<file path="src/rtl/cpu_sequencer.sv">
// Multi-cycle FETCH/DECODE/EXEC/MEM/WB control sequencer for the 16-bit RISC core.
// Emits datapath enables, handshakes with memories and MUL/DIV, counts retired instructions.
module cpu_sequencer #(
    parameter int unsigned TIMEOUT = 15,
    parameter int unsigned CNT_W   = 16
) (
    input  logic             clk,
    input  logic             rst,
    input  logic [3:0]       opcode,
    input  logic             imem_ready,
    input  logic             dmem_ready,
    input  logic             alu_done,
    input  logic             halt_req,
    output logic             imem_req,
    output logic             ir_load,
    output logic             dmem_req,
    output logic             dmem_we,
    output logic             alu_start,
    output logic             wb_en,
    output logic             pc_en,
    output logic             halted,
    output logic             err,
    output logic [2:0]       state,
    output logic [CNT_W-1:0] instr_count
);

    typedef enum logic [2:0] {
        StIdle   = 3'd0,
        StFetch  = 3'd1,
        StDecode = 3'd2,
        StExec   = 3'd3,
        StMem    = 3'd4,
        StWb     = 3'd5,
        StHalt   = 3'd6,
        StErr    = 3'd7
    } state_e;

    localparam logic [3:0] OpNop = 4'b0000;
    localparam logic [3:0] OpMul = 4'b0011;
    localparam logic [3:0] OpDiv = 4'b0110;
    localparam logic [3:0] OpJal = 4'b0111;
    localparam logic [3:0] OpJ   = 4'b1010;
    localparam logic [3:0] OpJr  = 4'b1011;
    localparam logic [3:0] OpLw  = 4'b1100;
    localparam logic [3:0] OpSw  = 4'b1101;

    localparam logic [7:0] TimeoutVal = 8'(TIMEOUT);

    state_e           state_q, state_d;
    logic [7:0]       wait_q, wait_d;
    logic [CNT_W-1:0] count_q;
    logic             waiting;
    logic             timed_out;
    logic             is_muldiv;
    logic             exec_first;
    state_e           boundary_st;

    assign is_muldiv   = (opcode == OpMul) || (opcode == OpDiv);
    // The wait counter is cleared on entry and bumps every EXEC cycle, so zero marks the first.
    assign exec_first  = (wait_q == 8'd0);
    assign timed_out   = (wait_q >= TimeoutVal);
    assign boundary_st = halt_req ? StHalt : StFetch;

    always_comb begin
        state_d   = state_q;
        imem_req  = 1'b0;
        ir_load   = 1'b0;
        dmem_req  = 1'b0;
        dmem_we   = 1'b0;
        alu_start = 1'b0;
        wb_en     = 1'b0;
        pc_en     = 1'b0;
        halted    = 1'b0;
        err       = 1'b0;
        waiting   = 1'b0;

        unique case (state_q)
            StIdle: state_d = halt_req ? StHalt : StFetch;
            StFetch: begin
                imem_req = 1'b1;
                if (imem_ready) begin
                    ir_load = 1'b1;
                    state_d = StDecode;
                end else begin
                    waiting = 1'b1;
                    if (timed_out) state_d = StErr;
                end
            end
            StDecode: begin
                case (opcode)
                    OpNop, OpJ, OpJr: begin
                        pc_en   = 1'b1;
                        state_d = boundary_st;
                    end
                    OpJal: begin
                        pc_en   = 1'b1;
                        wb_en   = 1'b1;
                        state_d = boundary_st;
                    end
                    default: state_d = StExec;
                endcase
            end
            StExec: begin
                if (is_muldiv) begin
                    if (exec_first) begin
                        alu_start = 1'b1;
                        waiting   = 1'b1;
                    end else if (alu_done) begin
                        state_d = StWb;
                    end else begin
                        waiting = 1'b1;
                        if (timed_out) state_d = StErr;
                    end
                end else if ((opcode == OpLw) || (opcode == OpSw)) begin
                    state_d = StMem;
                end else begin
                    state_d = StWb;
                end
            end
            StMem: begin
                dmem_req = 1'b1;
                dmem_we  = (opcode == OpSw);
                if (dmem_ready) begin
                    if (opcode == OpSw) begin
                        pc_en   = 1'b1;
                        state_d = boundary_st;
                    end else begin
                        state_d = StWb;
                    end
                end else begin
                    waiting = 1'b1;
                    if (timed_out) state_d = StErr;
                end
            end
            StWb: begin
                wb_en   = 1'b1;
                pc_en   = 1'b1;
                state_d = boundary_st;
            end
            StHalt: begin
                halted = 1'b1;
                if (!halt_req) state_d = StFetch;
            end
            StErr: err = 1'b1;
            default: state_d = StErr;
        endcase

        if (state_d != state_q) begin
            wait_d = 8'd0;
        end else if (waiting) begin
            wait_d = wait_q + 8'd1;
        end else begin
            wait_d = wait_q;
        end
    end

    always_ff @(posedge clk) begin
        if (rst) begin
            state_q <= StIdle;
            wait_q  <= 8'd0;
            count_q <= '0;
        end else begin
            state_q <= state_d;
            wait_q  <= wait_d;
            if (pc_en) count_q <= count_q + CNT_W'(1);
        end
    end

    assign state       = state_q;
    assign instr_count = count_q;

endmodule

</file>
<file path="config.mk">
export PLATFORM = sky130hd
export DESIGN_NAME = cpu_sequencer
export DESIGN_NICKNAME = d
export VERILOG_FILES = /design/src/rtl/cpu_sequencer.sv
export SDC_FILE = /design/constraint.sdc
export NUM_CORES = 1
export LEC_CHECK = 0
export ABC_AREA = 1
export CAP_MARGIN = 20
export CORE_MARGIN = 5
export CORE_UTILIZATION = 30
export CTS_CLUSTER_DIAMETER = 40
export DETAILED_ROUTE_END_ITERATION = 10
export HOLD_SLACK_MARGIN = 0.15
export PLACE_DENSITY_LB_ADDON = 0.12
export SYNTH_ARGS = -nofsm -noshare
export SYNTH_HDL_FRONTEND = slang
export SYNTH_SLANG_ARGS = --single-unit
export TNS_END_PERCENT = 20
</file>
<file path="constraint.sdc">
create_clock -name clk -period 2.15 [get_ports clk]
set_input_delay 0.215 -clock clk [delete_from_list [all_inputs] [get_ports clk]]
set_output_delay 0.215 -clock clk [all_outputs]
set_load 0.02 [all_outputs]
</file>
# After elaboration in Yosys (flattened, before gate mapping)
# Index checks and enable logic that the tools add are counted.
# word_totals
inputBits	10
out_inout_bits	28
elab_cells	63
ff_bits	27
# op_classes
eq_ne	15
n_reduce_logical	8
muxes	34
n_addsub	2
order_cmp	1
# ops
cell	count
$mux W3	10
$mux W1	20
$pmux W3 S6	1
$add A16 B1 Y16 const B	1
$eq A4 B4 Y1 const B	4
$eq A3 B3 Y1 const B	4
$add A8 B1 Y8 const B	1
$eq A4 B3 Y1 const B	2
$ge A8 B4 Y1 const B	1
$logic_not A8 Y1	1
$eq A3 B2 Y1 const B	2
$pmux W1 S3	2
$eq A4 B2 Y1 const B	1
$logic_not A4 Y1	1
$reduce_or A2 Y1	2
$reduce_or A4 Y1	1
$eq A3 B1 Y1 const B	1
$logic_not A3 Y1	1
$ne A3 B3 Y1	1
$logic_or A1 B1 Y1	2
$pmux W1 S2	1

# Logic depth before layout (Yosys ltp)
# depth
depth_word	8
mapped_depth	13
depth_no_buf	13

# Least setup slack after synthesis
# OpenSTA, ideal clock, no wires.
# synth_timing
path_type	register to register
startpoint	register state_q[2] (netlist: state[2])
endpoint	register count_q[13] (netlist: instr_count[13])
required_time_ns	2.038
period_less_slack_ns	1.785
path_slack_ns	0.365
path_stages_with_launch	11
path_buffers	1
t_arrival_ns	1.673
path_cell_list	dfxtp_1 -> buf_6 -> nand3_2 -> nor3_2 -> a21boi_2 -> nand2_4 -> nand3_4 -> nor2_1 -> nand2_1 -> nor2_1 -> nor2_1
# synth_between
elab_chain_cells	2
word_cells_on_any_way	4
classes_between	3 x eq/ne; 1 x mux
# synth_rtl
item	line_no	rtl
start: declaration	49	state_e state_q, state_d;
start signal: assignment	159	state_q <= StIdle;
start signal: assignment	163	state_q <= state_d;
$eq A3 B3 Y1 or $eq A3 B2 Y1 (tied branches)	77	unique case (state_q)
$pmux W1 S3 (*)	77	
end signal: assignment	165	if (pc_en) count_q <= count_q + CNT_W'(1);
end: declaration	51	logic [CNT_W-1:0] count_q;
# Every way passes the cells marked *; elsewhere a longest branch is shown, timed or not.
# A chain may end at the register's enable or synchronous reset.

# Final worst setup path
# layout_timing
startpoint	input port opcode[3]
endpoint	output port dmem_we
# layout_between
elab_chain_cells	2
# layout_rtl
item	line_no	rtl
start: declaration	9	input logic [3:0] opcode,
$eq A4 B4 Y1	122	dmem_we = (opcode == OpSw);
$mux W1	77	
end: declaration	17	output logic dmem_we,
# No other way between the ends.

==> results.md <==
* Primary FF master, synth: dfxtp_1
* TritonCTS Buffers at 3
* Tcrit/Tclk final at between 90% and 100%
* Worst setup SP type: primary input
* Area after DPL at 0.00250 mm²
* P_leak at 1.09 nW
* Post-synthesis register bit count at 27
* Number of synthesized flops with an enable pin at 0
* Placer Congestion at around 0.8
* Io pins at 38
* Req. time, crit path at around 1.9 ns
* Final Hold Vio Count at 0
* Crit path time final at a little over 2 ns
* Max_slew headroom at between 70 and 80%
* Max Cap Violations at 0
* Crit path kind: in -> out
* Layout cells sized above 1 at 13.8%
* P&R area growth vs syn at 26.4%
* Post-layout util at 39.5%
* Die width at just over 90 µm
* # nets final at approximately 380
* Die ar. at approximately 0.0085 mm²
* CORE AREA at 0.00646 mm²
* Vias in the first global route at 1,947
* Area contributors post-synth: dfxtp_1 27%, nand2_1 15%, inv_1 9.9%
* Critical Path Sink Type: primary output
* Largest net degree at the start of global routing at 18
* Initial Util at ~31%
* VDD IR-drop max at roughly 0.33 mV
* Top post-synthesis cells by count: 80 x nand2_1, 53 x inv_1, 35 x nor2_1, 27 x dfxtp_1, 22 x nand3_1
* Slowest stage delay, CP at about 0.59 ns
* Port-buffer cells at 37
* Hold Buf Count CTS at 0
* Hpwl dp at between 3000 and 4000 µm
* Total Routing Usage GR at 12.3%
* CTS tree: done
* Most numerous cell on the critical path: clkdlybuf4s50_1
* Inserted Diodes at 0
* Antenna viol nets, final at 0
* Worst slew pin tran at around 0.37 ns
* Routed len/inst at between 10 and 15 µm
* Highest clock rate at a little under 500 MHz
* Most frequent cell after synthesis: nand2_1
* Routed vias/inst at ~4.6
* Max-slew violations at 0
* Htree depth at 1
* Crit path cell chain: clkdlybuf4s50_1 > nand2_1 > nor3_2 > buf_4 > clkdlybuf4s50_1
* CTS max path bufs at 2
* Initial drt markers at 80
* Status: finished, final reports clean
* Initial antenna violation count at 0
* Post-synth top area cell: dfxtp_1
* Ys async rst share at 0%
* Via Count at around 2,000
* Avg Inst Size Synth at approximately 6.3 µm²
* Clock Skews at around 0.014 ns
* Clock sink count at 27
* First-pass GRT wire length at 8710 µm
* Post-CTS setup buffers at 0
* Critical Path AT at about 1.8 ns
* Post-synthesis instance area at ~0.0020 mm²
* Hold/Removal Path Class: reg -> reg
* Clk slew on worst S/H paths at 0.09 ns
* Routed WL at between 5000 and 6000 µm
* # setup viols final at 0
* Post-synth net total at roughly 330
* TritonRoute pass-1 iters at 4
* Die height at around 92 µm
* RSZ-0062 raised after global routing: false
* Synth top area share at 26.8%
* Register area share after synthesis at 26.8%
* CTS root buf: clkbuf_8
* Pwr Density at ~800 mW/mm²
* Pre-CTS WS at -0.0261 ns
* Distinct cell type count after synthesis at 31
* Design area at roughly 0.0025 mm²
* Grt total ovfl at 0
* Skew-Pair Late Insertion Delay at between 0.2 and 0.3 ns
* Worst Path Max Fanout at 6
* Hold WS at approximately 0.51 ns
* Drt drc at 0
* Post-Synthesis Cells at 319
* Final WS setup at 0.104 ns
* Rows at 29
* Yosys synthesis warning count at 0
* Slowest CP cell: clkdlybuf4s50_1
==> report_power, final <==
group          internal (mW)  leakage, nW  switching (mW)
combinational          0.388        0.845           0.748
clock                  0.132       0.0217           0.179
sequential             0.542        0.219          0.0595
total                   1.06         1.09           0.986
==> worst max-delay path: cells and delay by family <==
kind / cells / cell delay [ns]
buffers and inverters: 3 / 1.28
and+or+nand+nor: 2 / 0.34
==> routing by layer <==
layer  track usage [%]  wire length, µm  up-vias
li1                  -                -     1090
met1              16.7             2540      891
met2              20.4             2310       37
met3              2.21              197        2
met4              3.09               29        0
met5                 0                0        -
==> metrics by stage <==
stage	total power, mW	setup TNS [ns]	std cells
floorplan	1.45	0	319
global placement	1.77	0	436
detailed placement	1.77	-0.0261	436
CTS	2.09	0	440
global route	2.22	0	440
finish	2.05	0	440
==> cell usage in the layout, fill, tap and decap left out, types with 3 or more instances in the layout <==
master and n:
nor3_1 9, clkdlybuf4s50_1 35, buf_4 10, inv_1 53, nand4_1 6, a21oi_1 16
xor2_1 7, ha_1 3, clkbuf_8 3, nand2_2 3, nor3_2 10, o21ai_0 12
nor2_2 5, nand2_1 80, nand3_1 22, inv_2 4, nand3_2 4, nor2_1 35
dfxtp_1 25
==> state kept, by name, indices dropped and copies added (netlist names) <==
| signal | cells |
|---|---|
| wait_q | 8 |
| state | 3 |
| instr_count | 16 |
==> final cells by class <==
cell class / count / area (µm²)
Clock buffer: 3 / 41.3
Clock inverter: 1 / 7.51
Fill cell: 736 / 3910
Inverter: 58 / 219
Multi-Input combinational cell: 227 / 1200
Sequential cell: 27 / 543
Tap cell: 77 / 96.3
Timing Repair Buffer: 47 / 447
==> final timing paths <==
kind                           startpoint                            to  slack (ns)  cells after the start
max                             opcode[3]                       dmem_we        0.10                      5
min          instr_count[15]$_SDFFE_PP0P_  instr_count[15]$_SDFFE_PP0P_        0.51                      2
max reg2reg        wait_q[0]$_SDFFE_PP0P_        wait_q[2]$_SDFFE_PP0P_        0.30                     10
min reg2reg  instr_count[15]$_SDFFE_PP0P_  instr_count[15]$_SDFFE_PP0P_        0.51                      2
==> cells by family (layout without fill, tap and decap cells) <==
| group | Yosys count | in the layout | share of synthesized area, % |
|---|---|---|---|
| XOR/XNOR | 8 | 8 | 3.85 |
| buffers and inverters | 65 | 109 | 13.9 |
| flip-flops | 27 | 27 | 26.8 |
| AO/OA/AOI/OAI | 33 | 33 | 8.81 |
| adder cells (fa/ha/maj) | 3 | 3 | 1.86 |
| AND/OR/NAND/NOR | 183 | 183 | 44.8 |
==> timing repair <==
item	in CTS	in global routing
pin swaps	0	0
endpoints found under the setup margin	3	1
resized for setup	3	1
(Power assumes the default switching activity.)
